File: src/rtl/ysyx_25040101_imm_pipe_if.sv
// ysyx_25040101_imm_pipe_if: upstream/downstream handshake bundle for the immediate pipe
interface ysyx_25040101_imm_pipe_if #(parameter int XLEN = 32, parameter int TAG_W = 8);
  logic in_valid;
  logic in_ready;
  logic [31:0] inst;
  logic [6:0] imm_type;
  logic [TAG_W-1:0] in_tag;
  logic flush;
  logic out_valid;
  logic out_ready;
  logic [XLEN-1:0] imm;
  logic [TAG_W-1:0] out_tag;
  logic err;
  modport master(output in_valid, inst, imm_type, in_tag, flush, out_ready,
                 input in_ready, out_valid, imm, out_tag, err);
  modport slave(input in_valid, inst, imm_type, in_tag, flush, out_ready,
                output in_ready, out_valid, imm, out_tag, err);
endinterface

File: src/rtl/ysyx_25040101_imm_pipe.sv
// ysyx_25040101_imm_pipe: immediate generator feeding a 2-entry skid buffer toward the EXU
module ysyx_25040101_imm_pipe #(
  parameter int XLEN = 32,
  parameter int TAG_W = 8
) (
  input logic clk,
  input logic rst_n,
  ysyx_25040101_imm_pipe_if.slave bus
);
  if (XLEN != 32 && XLEN != 64) begin : g_bad_xlen
    $error("XLEN must be 32 or 64");
  end
  typedef struct packed {
    logic [XLEN-1:0] imm;
    logic [TAG_W-1:0] tag;
    logic err;
  } entry_t;
  // Encoding chosen so out_valid and in_ready are raw state flop bits.
  typedef enum logic [1:0] {EMPTY = 2'b00, ONE = 2'b01, FULL = 2'b11} state_t;
  state_t state, state_nx;
  entry_t main_q, skid_q, new_e;
  logic accept, emit, legal;
  logic [6:0] t;
  logic [31:0] in;
  logic [XLEN-1:0] imm_sel;
  logic unused_bits;
  assign t = bus.imm_type;
  assign in = bus.inst;
  assign unused_bits = ^in[6:0];
  assign legal = $onehot(t);
  assign imm_sel = ({XLEN{t[6]}} & XLEN'($signed(in[31:20])))
                 | ({XLEN{t[5]}} & XLEN'($signed({in[31:25], in[11:7]})))
                 | ({XLEN{t[4]}} & XLEN'($signed({in[31], in[7], in[30:25], in[11:8], 1'b0})))
                 | ({XLEN{t[3]}} & XLEN'($signed({in[31:12], 12'b0})))
                 | ({XLEN{t[2]}} & XLEN'($signed({in[31], in[19:12], in[20], in[30:21], 1'b0})))
                 | ({XLEN{t[1]}} & XLEN'(in[19:15]))
                 | ({XLEN{t[0]}} & XLEN'({XLEN == 64 ? in[25] : 1'b0, in[24:20]}));
  assign new_e = '{imm: legal ? imm_sel : '0, tag: bus.in_tag, err: ~legal};
  assign bus.out_valid = state[0];
  assign bus.in_ready = ~state[1];
  assign bus.imm = main_q.imm;
  assign bus.out_tag = main_q.tag;
  assign bus.err = main_q.err;
  assign accept = bus.in_valid & bus.in_ready;
  assign emit = bus.out_valid & bus.out_ready;
  always_comb begin
    state_nx = state;
    if (bus.flush) state_nx = EMPTY;
    else if (state == EMPTY) state_nx = accept ? ONE : EMPTY;
    else if (state == ONE) state_nx = (accept & ~emit) ? FULL : (~accept & emit) ? EMPTY : ONE;
    else state_nx = emit ? ONE : FULL;
  end
  always_ff @(posedge clk or negedge rst_n) begin
    if (!rst_n) begin
      state <= EMPTY;
      main_q <= '0;
      skid_q <= '0;
    end else begin
      state <= state_nx;
      if (!bus.flush && (state == FULL ? emit : accept & (state == EMPTY | emit)))
        main_q <= state == FULL ? skid_q : new_e;
      if (!bus.flush && state == ONE && accept && !emit) skid_q <= new_e;
    end
  end
endmodule
File: src/flat_wrapper.sv
// flat-port wrapper written by rule: the top's interface ports become plain ports
module ysyx_25040101_imm_pipe_flat 
#(
  parameter int XLEN = 32,
  parameter int TAG_W = 8
)
  (clk, rst_n, bus_in_valid, bus_inst, bus_imm_type, bus_in_tag, bus_flush, bus_out_ready, bus_in_ready, bus_out_valid, bus_imm, bus_out_tag, bus_err);
  ysyx_25040101_imm_pipe_if #(.XLEN(XLEN), .TAG_W(TAG_W)) bus_i ();
  input logic clk;
  input logic rst_n;
  input wire logic [$bits(bus_i.in_valid)-1:0] bus_in_valid;
  input wire logic [$bits(bus_i.inst)-1:0] bus_inst;
  input wire logic [$bits(bus_i.imm_type)-1:0] bus_imm_type;
  input wire logic [$bits(bus_i.in_tag)-1:0] bus_in_tag;
  input wire logic [$bits(bus_i.flush)-1:0] bus_flush;
  input wire logic [$bits(bus_i.out_ready)-1:0] bus_out_ready;
  output wire logic [$bits(bus_i.in_ready)-1:0] bus_in_ready;
  output wire logic [$bits(bus_i.out_valid)-1:0] bus_out_valid;
  output wire logic [$bits(bus_i.imm)-1:0] bus_imm;
  output wire logic [$bits(bus_i.out_tag)-1:0] bus_out_tag;
  output wire logic [$bits(bus_i.err)-1:0] bus_err;
  assign bus_i.in_valid = bus_in_valid;
  assign bus_i.inst = bus_inst;
  assign bus_i.imm_type = bus_imm_type;
  assign bus_i.in_tag = bus_in_tag;
  assign bus_i.flush = bus_flush;
  assign bus_i.out_ready = bus_out_ready;
  assign bus_in_ready = bus_i.in_ready;
  assign bus_out_valid = bus_i.out_valid;
  assign bus_imm = bus_i.imm;
  assign bus_out_tag = bus_i.out_tag;
  assign bus_err = bus_i.err;
  ysyx_25040101_imm_pipe #(.XLEN(XLEN), .TAG_W(TAG_W)) u_core (.clk(clk), .rst_n(rst_n), .bus(bus_i));
endmodule
File: config.mk
export PLATFORM = sky130hd
export DESIGN_NAME = ysyx_25040101_imm_pipe_flat
export DESIGN_NICKNAME = d
export VERILOG_FILES = /design/src/rtl/ysyx_25040101_imm_pipe_if.sv /design/src/rtl/ysyx_25040101_imm_pipe.sv /design/src/flat_wrapper.sv
export SDC_FILE = /design/constraint.sdc
export NUM_CORES = 1
export LEC_CHECK = 0
export CAP_MARGIN = 40
export CORE_ASPECT_RATIO = 0.5
export CORE_MARGIN = 8
export CORE_UTILIZATION = 35
export CTS_CLUSTER_SIZE = 12
export DETAILED_ROUTE_END_ITERATION = 16
export GPL_ROUTABILITY_DRIVEN = 0
export MAX_ROUTING_LAYER = met4
export PLACE_DENSITY = 0.65
export RECOVER_POWER = 100
export SLEW_MARGIN = 20
export SYNTH_ARGS = -nofsm -noshare
export SYNTH_HDL_FRONTEND = slang
export SYNTH_SLANG_ARGS = --single-unit
File: constraint.sdc
create_clock -name clk -period 4.1 [get_ports clk]
set_input_delay 0.615 -clock clk [delete_from_list [all_inputs] [get_ports clk]]
set_output_delay 0.615 -clock clk [all_outputs]
set_load 0.02 [all_outputs]
==> qor.yml <==
ff2ff_path_depth: 3
die-width_um: 169
r2r_start: "u_core.state[1]"
path_depth: 9
ios: 95
critPathRequiredTime_ps: 4320
die_area_um2: 15600
layout-drive-gt1-share_pct: 10.8
grt_overflow: 0
yosysMostFrequentCell: "dfrtp_1"
vias_per_cell: 5.15
cts_buffer_depth: 2
synth_nets: 446
crit_buf_inv: 1
synth_cells: 387
ctsRootBufferMaster: "clkbuf_16"
drc: 0
cpMaxStageDelayCell: "dlygate4sd3_1"
hold_violations: 0
p_leak_nw: 2.46
cts_hold_buf: 0
status: "complete, but fails checks"
syn_area_um2: 4080
violations: "max-capacitance violations, max-slew violations"
wl_per_cell_um: 18.0
crit_type: "in -> reg"
syn_to_final_growth_pct: 32.6
tightest_slew_ps: 3110
first_pass_iters: 5
ys_async_sr_fraction_pct: 100
grt_max_degree: 59
grt_first_pass_wirelength_um: 18500
fmax_mhz: 273
via_count: 3247
antenna_found_initial: 0
ys.flop_type: "dfrtp_1"
core_um2: 11200
cts_setup_buffers: 0
nets: 526
skew_ps: 5.31
fin_ws_ps: 431
final.setup.tns_ps: 0
grt_pass1_vias: 3413
rsz0062_at_grt: "false"
clock_latency_ps: 340
synth-edff-count: 0
yosysTopAreaCellShare_pct: 51.6
worstPathCellList: "dlygate4sd3_1 -> ha_1 -> fa_1 -> ha_1 -> fa_1 -> xnor2_1 -> or2_2 -> a21oi_1 -> a221o_1"
cts.clk_slew.worst_paths_ps: 60
ys_ff_latch: 84
antennaDiodeCount: 0
finalCritPeriodShare_pct: 89.5
cellPowerDensity_nw_per_um2: 505
cts-resized-gates: 0
cts_buffers: 9
dpl_cell_area_um2: 5080
cpPeakStageDelay_ps: 620
finalMaxSlewViolations: 109
rows: 27
port_buffers: 87
cts_tree: "yes"
final_antenna_net_count: 0
hpwl_um: 7670
synth_area_leaders: "dfrtp_1 (52%), nand2_1 (7.4%), mux2_2 (6.4%)"
maxCapViolCount: 2
die_y_um: 92.3
initial_utilization_pct: 36.4
postSynthAreaPerCell_um2: 10.5
cts_sinks: 84
htreeDepth: 3
min_period_ps: 3670
synth_top_area_cell: "dfrtp_1"
synth_cell_type_count: 40
synth_common_cells: "dfrtp_1 (84), nand2_1 (80), a21oi_1 (27)"
critPathArrivalTime_ps: 3890
synth.yosys.warnings: 0
cp-start-kind: "input pin"
finalWirelength_um: 11300
critical_path.endpoint_type: "flip-flop"
slew_headroom_pct: -107
crit_fanout: 28
drt_iter0_drc: 302
final_core_util_pct: 48.3
crit_family: "adder cells"
grt_usage_pct: 15.2
ys_seq_area_share_pct: 51.6
rrSetupSlack_ps: 1360
hold_path_class: "in -> async"
dp_slack_ps: 119
finalSetupViolations: 0
final_cell_area_um2: 5410
critical_path.startpoint: "bus_imm_type[5]"
ir_drop_mv: 0.167
## state kept, by name (all words and copies together), names as in the netlist
register	cells
u_core.bus.out_tag	8
u_core.state	2
u_core.bus.imm	32
u_core.skid_q	41
u_core.bus.err	1
## power breakdown
part	switching (W)	leakage (nW)	internal, W	total [W]
registers	0.0000941	1.12	0.00101	0.00111
logic	0.000400	1.18	0.000343	0.000743
clock network	0.000326	0.154	0.000554	0.000879
## cell families after synthesis
group / after synthesis / share of synthesized area (%)
DFF: 84 / 51.6
and+or+nand+nor: 133 / 16.0
AOI/OAI and AO/OA: 93 / 16.6
xor gates and xnor gates: 1 / 0.215
muxes: 32 / 8.57
buffers and inverters: 37 / 4.36
adders and majority gates: 7 / 2.70
## per-stage QoR
stage	cells	hold WS [ps]	total power, W
floorplan	387	319	0.00155
global placement	612	452	0.00189
detailed placement	612	459	0.00191
CTS	628	379	0.00280
global route	631	57.6	0.00288
finish	631	66.0	0.00273
## metal layers
metal | global-route usage, % | up-vias | part of all wire [%]
li1 | - | 1560 | -
met1 | 18.8 | 1614 | 47
met2 | 24.3 | 61 | 47
met3 | 3.94 | 12 | 4.0
met4 | 4.50 | 0 | 1.2
met5 | - | - | 0
## cell usage in the layout (no fill, tap or decap), drive strengths merged, types with 2 or more instances in the layout
cell type	synthesis	routed
mux2	23	23
a221oi	2	2
or2	3	3
clkdlybuf4s50	0	41
dfrtp	84	84
nor2b	2	2
ha	4	4
a222oi	4	4
or4	3	3
a211oi	2	2
o21a	2	2
nand2	80	80
a221o	23	23
buf	16	9
bufinv	0	2
nor4	2	2
dlygate4sd3	0	45
clkbuf	15	18
o31ai	8	8
mux2i	9	9
nand3	8	8
o2111ai	2	2
fa	3	3
inv	6	7
a21boi	6	6
nand2b	2	2
o21ai	12	12
a21oi	27	27
nor2	6	6
nor3b	24	24
## final timing paths
check / to
setup reg to reg: u_core.bus.imm[26]
min in group clk: u_core.bus.out_tag[3]
setup / recovery: u_core.bus.imm[21]
hold / removal: u_core.bus.imm[23]
hold reg to reg: u_core.bus.out_tag[3]
max in group asynchronous: u_core.bus.out_tag[7]
## final cells by class
type                    count  area, um2
clock inverters             3       68.8
repair buffers            100        956
fillers                  1035       5780
flip-flops and latches     84       2100
multi-input cells         266       1810
inverters                   6       22.5
well taps                 159        199
clock buffers              13        250
(Power assumes the default switching activity.)
